===== config.mk =====
export PLATFORM = sky130hd
export DESIGN_NAME = economy_datapath_p
export DESIGN_NICKNAME = d
export VERILOG_FILES = /design/src/rtl/econ_pkg.sv /design/src/rtl/economy_datapath_p_asset_bank.sv /design/src/rtl/economy_datapath_p.sv
export SDC_FILE = /design/constraint.sdc
export NUM_CORES = 1
export LEC_CHECK = 0
export ABC_AREA = 1
export CAP_MARGIN = 20
export CORE_ASPECT_RATIO = 1.2
export CORE_MARGIN = 5
export CORE_UTILIZATION = 40
export CTS_CLUSTER_DIAMETER = 60
export CTS_CLUSTER_SIZE = 25
export DETAILED_ROUTE_END_ITERATION = 16
export GPL_ROUTABILITY_DRIVEN = 0
export GPL_TIMING_DRIVEN = 0
export SLEW_MARGIN = 20
export SYNTH_ARGS = -nofsm -noshare
export SYNTH_HDL_FRONTEND = slang
export SYNTH_SLANG_ARGS = --single-unit

===== constraint.sdc =====
create_clock -name clock -period 8.25 [get_ports clock]
set_clock_uncertainty 0.05 [all_clocks]
set_input_delay 1.65 -clock clock [delete_from_list [all_inputs] [get_ports clock]]
set_output_delay 1.65 -clock clock [all_outputs]
set_load 0.02 [all_outputs]

===== src/rtl/econ_pkg.sv =====
// Shared economy types, base asset tables and saturating-arithmetic helper.
package econ_pkg;

  localparam int unsigned CLICK_COST_INIT = 10;

  typedef enum logic {
    IDLE = 1'b0,
    BULK = 1'b1
  } state_e;

  function automatic logic [63:0] base_cost(input logic [2:0] idx);
    case (idx)
      3'd0:    base_cost = 64'd10;
      3'd1:    base_cost = 64'd40;
      3'd2:    base_cost = 64'd250;
      3'd3:    base_cost = 64'd2000;
      3'd4:    base_cost = 64'd10000;
      3'd5:    base_cost = 64'd100000;
      3'd6:    base_cost = 64'd1000000;
      default: base_cost = 64'd10000000;
    endcase
  endfunction

  function automatic logic [63:0] base_rate(input logic [2:0] idx);
    case (idx)
      3'd0:    base_rate = 64'd1;
      3'd1:    base_rate = 64'd5;
      3'd2:    base_rate = 64'd15;
      3'd3:    base_rate = 64'd60;
      3'd4:    base_rate = 64'd800;
      3'd5:    base_rate = 64'd10000;
      3'd6:    base_rate = 64'd50000;
      default: base_rate = 64'd500000;
    endcase
  endfunction

  // a + b clamped to the all-ones value of a w-bit register
  function automatic logic [63:0] sat_add(input logic [63:0] a, input logic [63:0] b,
                                          input int unsigned w);
    logic [64:0] sum;
    logic [64:0] lim;
    sum = {1'b0, a} + {1'b0, b};
    lim = (65'(1) << w) - 65'(1);
    if (sum > lim) sat_add = lim[63:0];
    else           sat_add = sum[63:0];
  endfunction

endpackage


===== src/rtl/economy_datapath_p_asset_bank.sv =====
// Per-asset cost and owned-count register file with escalating cost on purchase.
module asset_bank
  import econ_pkg::*;
#(
  parameter int unsigned NUM_ASSETS = 8,
  parameter int unsigned COST_W     = 32,
  parameter int unsigned COUNT_W    = 8,
  parameter int unsigned COST_SHIFT = 3
) (
  input  logic               clock,
  input  logic               reset,
  input  logic               wr_en,
  input  logic [2:0]         idx,
  output logic [COST_W-1:0]  cost,
  output logic [COUNT_W-1:0] count
);

  logic [COST_W-1:0]  cost_q  [NUM_ASSETS];
  logic [COST_W-1:0]  cost_d  [NUM_ASSETS];
  logic [COUNT_W-1:0] count_q [NUM_ASSETS];
  logic [COUNT_W-1:0] count_d [NUM_ASSETS];

  always_comb begin
    cost_d  = cost_q;
    count_d = count_q;
    if (wr_en) begin
      cost_d[idx]  = COST_W'(sat_add(sat_add(64'(cost_q[idx]), 64'(cost_q[idx] >> COST_SHIFT), COST_W),
                                     64'd1, COST_W));
      count_d[idx] = COUNT_W'(sat_add(64'(count_q[idx]), 64'd1, COUNT_W));
    end
  end

  always_ff @(posedge clock) begin
    if (reset) begin
      for (int i = 0; i < NUM_ASSETS; i++) begin
        cost_q[i]  <= COST_W'(base_cost(3'(i)));
        count_q[i] <= '0;
      end
    end else begin
      cost_q  <= cost_d;
      count_q <= count_d;
    end
  end

  assign cost  = cost_q[idx];
  assign count = count_q[idx];

endmodule


===== src/rtl/economy_datapath_p.sv =====
// Game economy datapath: money, income, click yield, asset purchases and bulk buy FSM.
module economy_datapath_p
  import econ_pkg::*;
#(
  parameter int unsigned NUM_ASSETS  = 8,
  parameter int unsigned MONEY_W     = 40,
  parameter int unsigned RATE_W      = 30,
  parameter int unsigned COST_W      = 32,
  parameter int unsigned COUNT_W     = 8,
  parameter int unsigned START_MONEY = 10,
  parameter int unsigned COST_SHIFT  = 3
) (
  input  logic               clock,
  input  logic               reset,
  input  logic               key_release,
  input  logic               pulse,
  input  logic               click,
  input  logic               buy,
  input  logic               buy_max,
  input  logic               cancel,
  input  logic               upgrade_click,
  input  logic               select_valid,
  input  logic [2:0]         select_idx,
  output logic [MONEY_W-1:0] money,
  output logic [RATE_W-1:0]  rate,
  output logic [RATE_W-1:0]  click_rate,
  output logic [2:0]         selected_asset,
  output logic [COST_W-1:0]  selected_cost,
  output logic [COUNT_W-1:0] selected_count,
  output logic               busy,
  output logic               bought
);

  logic [MONEY_W-1:0] money_q, money_d;
  logic [RATE_W-1:0]  rate_q, rate_d;
  logic [RATE_W-1:0]  click_rate_q, click_rate_d;
  logic [COST_W-1:0]  click_cost_q, click_cost_d;
  logic [2:0]         sel_q, sel_d;
  state_e             state_q, state_d;
  logic               busy_q, busy_d;
  logic               bought_q, bought_d;

  logic               commit;
  logic               upg;
  logic               afford;
  logic [63:0]        spend;
  logic [63:0]        add;
  logic [COST_W-1:0]  bank_cost;
  logic [COUNT_W-1:0] bank_count;

  asset_bank #(
    .NUM_ASSETS (NUM_ASSETS),
    .COST_W     (COST_W),
    .COUNT_W    (COUNT_W),
    .COST_SHIFT (COST_SHIFT)
  ) u_bank (
    .clock (clock),
    .reset (reset),
    .wr_en (commit),
    .idx   (sel_q),
    .cost  (bank_cost),
    .count (bank_count)
  );

  always_comb begin
    money_d      = money_q;
    rate_d       = rate_q;
    click_rate_d = click_rate_q;
    click_cost_d = click_cost_q;
    sel_d        = sel_q;
    state_d      = state_q;
    busy_d       = busy_q;
    bought_d     = 1'b0;
    commit       = 1'b0;
    upg          = 1'b0;
    spend        = 64'd0;
    add          = 64'd0;
    afford       = (64'(money_q) >= 64'(bank_cost)) && (bank_count != '1);

    if (!key_release) begin
      case (state_q)
        IDLE: begin
          if (buy) begin
            commit = afford;
          end else if (buy_max) begin
            if (afford) begin
              commit  = 1'b1;
              state_d = BULK;
            end
          end else if (upgrade_click && (64'(money_q) >= 64'(click_cost_q))) begin
            upg = 1'b1;
          end
          if (select_valid && (32'(select_idx) < NUM_ASSETS)) sel_d = select_idx;
        end
        BULK: begin
          if (afford && !cancel) commit = 1'b1;
          else                   state_d = IDLE;
        end
        default: state_d = IDLE;
      endcase

      // Spend first, then income; afford guarantees the difference is non-negative
      if (commit)   spend = 64'(bank_cost);
      else if (upg) spend = 64'(click_cost_q);
      add     = (click ? 64'(click_rate_q) : 64'd0) + (pulse ? 64'(rate_q) : 64'd0);
      money_d = MONEY_W'(sat_add(64'(money_q) - spend, add, MONEY_W));

      if (commit) begin
        rate_d   = RATE_W'(sat_add(64'(rate_q), base_rate(sel_q), RATE_W));
        bought_d = 1'b1;
      end
      if (upg) begin
        click_rate_d = RATE_W'(sat_add(64'(click_rate_q), 64'(click_rate_q), RATE_W));
        click_cost_d = COST_W'(sat_add(64'(click_cost_q), 64'(click_cost_q), COST_W));
      end
      busy_d = (state_d == BULK);
    end
  end

  always_ff @(posedge clock) begin
    if (reset) begin
      money_q      <= MONEY_W'(START_MONEY);
      rate_q       <= '0;
      click_rate_q <= RATE_W'(1);
      click_cost_q <= COST_W'(CLICK_COST_INIT);
      sel_q        <= '0;
      state_q      <= IDLE;
      busy_q       <= 1'b0;
      bought_q     <= 1'b0;
    end else begin
      money_q      <= money_d;
      rate_q       <= rate_d;
      click_rate_q <= click_rate_d;
      click_cost_q <= click_cost_d;
      sel_q        <= sel_d;
      state_q      <= state_d;
      busy_q       <= busy_d;
      bought_q     <= bought_d;
    end
  end

  assign money          = money_q;
  assign rate           = rate_q;
  assign click_rate     = click_rate_q;
  assign selected_asset = sel_q;
  assign selected_cost  = bank_cost;
  assign selected_count = bank_count;
  assign busy           = busy_q;
  assign bought         = bought_q;

endmodule


==> results.cfg <==
[status]
outcome = finished with violations
violations = negative setup slack

[finish]
final_common_cell = nand2_1
finalNetCount = 5453
layout_common_cells = 1,054 x nand2_1, 836 x inv_1, 454 x dfxtp_1
layout-drive-gt1-share_pct = 13.0
syn_to_final_growth_pct = 24.2
stdcell_count = 6311
postLayoutCellArea_mm2 = 0.0403
final_util_pct = 50.0

[synth]
yosysSeqAreaShare_pct = 28.2
synth_nets = 5130
ys_top_cells_by_area = dfxtp_1 28%, nand2_1 13%, inv_1 10%, ha_1 6.8%, a21oi_1 5.6%
ys_ff_latch = 457
synth.distinct_cells = 55
yosysWarnings = 0
synth_top_area_share_pct = 28.2
yosys.area.top_type = dfxtp_1
synth.avg_cell_area_um2 = 6.60
ys.flop_type = dfxtp_1
async_flop_share_pct = 0
synth-edff-count = 0
synth_cells = 4908
syn-cell-area_mm2 = 0.0324

[clocking]
clk_pin_slew_ns = 0.08
hold_buffers = 0
clkLatencyLatePin_ns = 0.65
clock_path_buffers = 3
cts_sinks = 457
h-tree-depth = 2
cts_tree = built
root_buffer = clkbuf_16
numCtsBuffers = 42

[die]
initial_core_util_pct = 40.3
num_rows = 114
die_w_um = 270
io_pins = 158
die_h_um = 322
dieArea_mm2 = 0.0868
core_area_mm2 = 0.0804

[place]
portBuffers = 153
dp_hpwl_um = 110000
dp.cells = 6105
place_area_mm2 = 0.0354

[timing]
max_freq_ghz = 0.118
worstMarginPinSlew_ns = 1.12
holdWs_ns = 0.417
finalMaxSlewViolations = 0
min_period_ns = 8.44
finalWorstSetupSlack_ns = -0.189
finalHoldViolCount = 0
max_slew_margin_pct = 25.2
rsz0062_at_grt = true
timing.final.crit_share_pct = 102
finalSetupViolations = 38

[pwr]
finalPower_w = 0.0134
p_leak_nw = 18.3
p_int_w = 0.00668
powerDensity_mw_per_mm2 = 334
pwr-share-seq_pct = 20.6
switchingPower_w = 0.00676
p_comb_share_pct = 63.1
p_clk_share_pct = 16.3
p_sw_share_pct = 50.3
ir_drop_v = 0.000198

[worst_setup_path]
r2r-end = money[27]
reg2reg_slack_ns = -0.19
slowest_stage = fa_1
critPathLaunchType = flip-flop
arrival_ns = 8.87
reg2reg_depth = 54
crit_type = flip-flop to flip-flop
worstPathMaxFanout = 6
r2r_start = selected_asset[0]
cp_slowest_stage_delay_ns = 0.51
cpMostUsedCell = nand2_2
cp-end-kind = flip-flop
critPathRequiredTime_ns = 8.68

[hold_path]
hold_path_end = u_bank.count_q[35]
min-delay-start = u_bank.count_q[35]
holdCritPathClass = flip-flop to flip-flop
hold_depth = 2

[job]
maxCapViolCount = 0

[drt]
firstDrtPassIters = 9
drt-wirelength-per-cell_um = 23.5
vias = 36400
ant_nets = 0
drt_first_iter_violations = 4124
drt-total-wl_um = 148000
via_per_inst = 5.76
drc_errors = 0

[global_routing]
grt_pass1_wl_um = 213000
grt-ovfl-total = 0
antenna_found_initial = 2
track_usage_pct = 32.1
grt_pass1_vias = 34100
grt_max_degree = 21
-- sequential cells by signal, indices dropped and copies added, names as in the netlist --
register        flops
u_bank.cost_q     256
u_bank.count_q     64
money              40
click_cost_q       32
click_rate         30
rate               30
selected_asset      3
bought              1
busy                1
-- logic make-up (layout without fill, tap and decap cells) --
group	after synthesis	count (layout)	synth area share [%]
and+or+nand+nor	1931	1931	25.8
AOI/OAI and AO/OA	1080	1080	20.5
other	0	2	0
DFF	457	457	28.2
adders and majority gates	209	209	8.86
buffers and inverters	1139	1496	14.1
xor gates and xnor gates	92	92	2.49
-- per-layer routing --
layer / global-route usage, % / routed length (um) / vias up
met2: 53.0 / 66500 / 1919
met4: 24.6 / 14700 / 2
met5: 0 / 12 / -
met3: 5.89 / 12500 / 636
met1: 37.0 / 54400 / 17000
li1: - / - / 16800
-- power by group through the flow --
| stage | clock network (W) | logic, W | registers [W] |
|---|---|---|---|
| 6_report | 0.00218 | 0.00848 | 0.00277 |
| 5_1_grt | 0.00227 | 0.00913 | 0.00277 |
| 2_1_floorplan | 0 | 0.00426 | 0.00274 |
| 4_1_cts | 0.00218 | 0.00773 | 0.00275 |
| 3_5_place_dp | 0 | 0.00655 | 0.00280 |
| 3_3_place_gp | 0 | 0.00649 | 0.00280 |
-- critical path: cells and delay by family (launching register included) --
kind	cells	cell delay (ns)
AO/OA/AOI/OAI	10	1.69
buffers and inverters	15	1.83
AND/OR/NAND/NOR	24	2.88
flip-flops	1	0.37
XOR/XNOR	1	0.13
adder cells (fa/ha/maj)	4	1.34
-- final cells by class --
class	count	area, um2
diodes	2	5.00
fillers	8142	40200
well taps	1044	1310
flip-flops and latches	457	9160
repair buffers	282	2640
inverters	874	3290
multi-input cells	3312	20700
clock inverters	27	364
clock buffers	51	1100
plain buffers	262	1660
-- timing repair --
| action | 4_1_cts | 5_1_grt |
|---|---|---|
| pin swaps | 100 | 90 |
| buffers inserted | 84 | 40 |
| resized for setup | 386 | 164 |
| gates cloned | 5 | 1 |
| endpoints found under the setup margin | 296 | 40 |
-- per-stage QoR --
stage	setup slack (ns)	TNS, ns
floorplan	0.00717	0
global placement	-3.74	-402.97
detailed placement	-3.56	-304.35
CTS	-0.240	-7.06
global route	-0.480	-16.38
finish	-0.189	-5.10
-- Yosys cell counts (all sizes together) (44+ instances only) --
cell	number
a22oi	89
o21ai	263
xnor2	50
a21oi	362
nand3	141
nand4	267
inv	872
clkbuf	165
a31oi	44
nor2	348
ha	175
o21a	112
a221oi	70
buf	100
dfxtp	457
nand2	1121
-- worst max path at each step --
stage / startpoint / to / slack, ns
final: selected_asset[0] / money[27] / -0.19
after global routing: selected_asset[0] / money[27] / -0.48
after CTS: selected_asset[0] / money[25] / -0.24
after detailed placement: selected_asset[1] / money[25] / -3.56
after global placement: selected_asset[1] / money[25] / -3.74
after floorplan: selected_asset[0] / money[22] / 0.007
No activity file was read; power rests on OpenSTA's default activity.
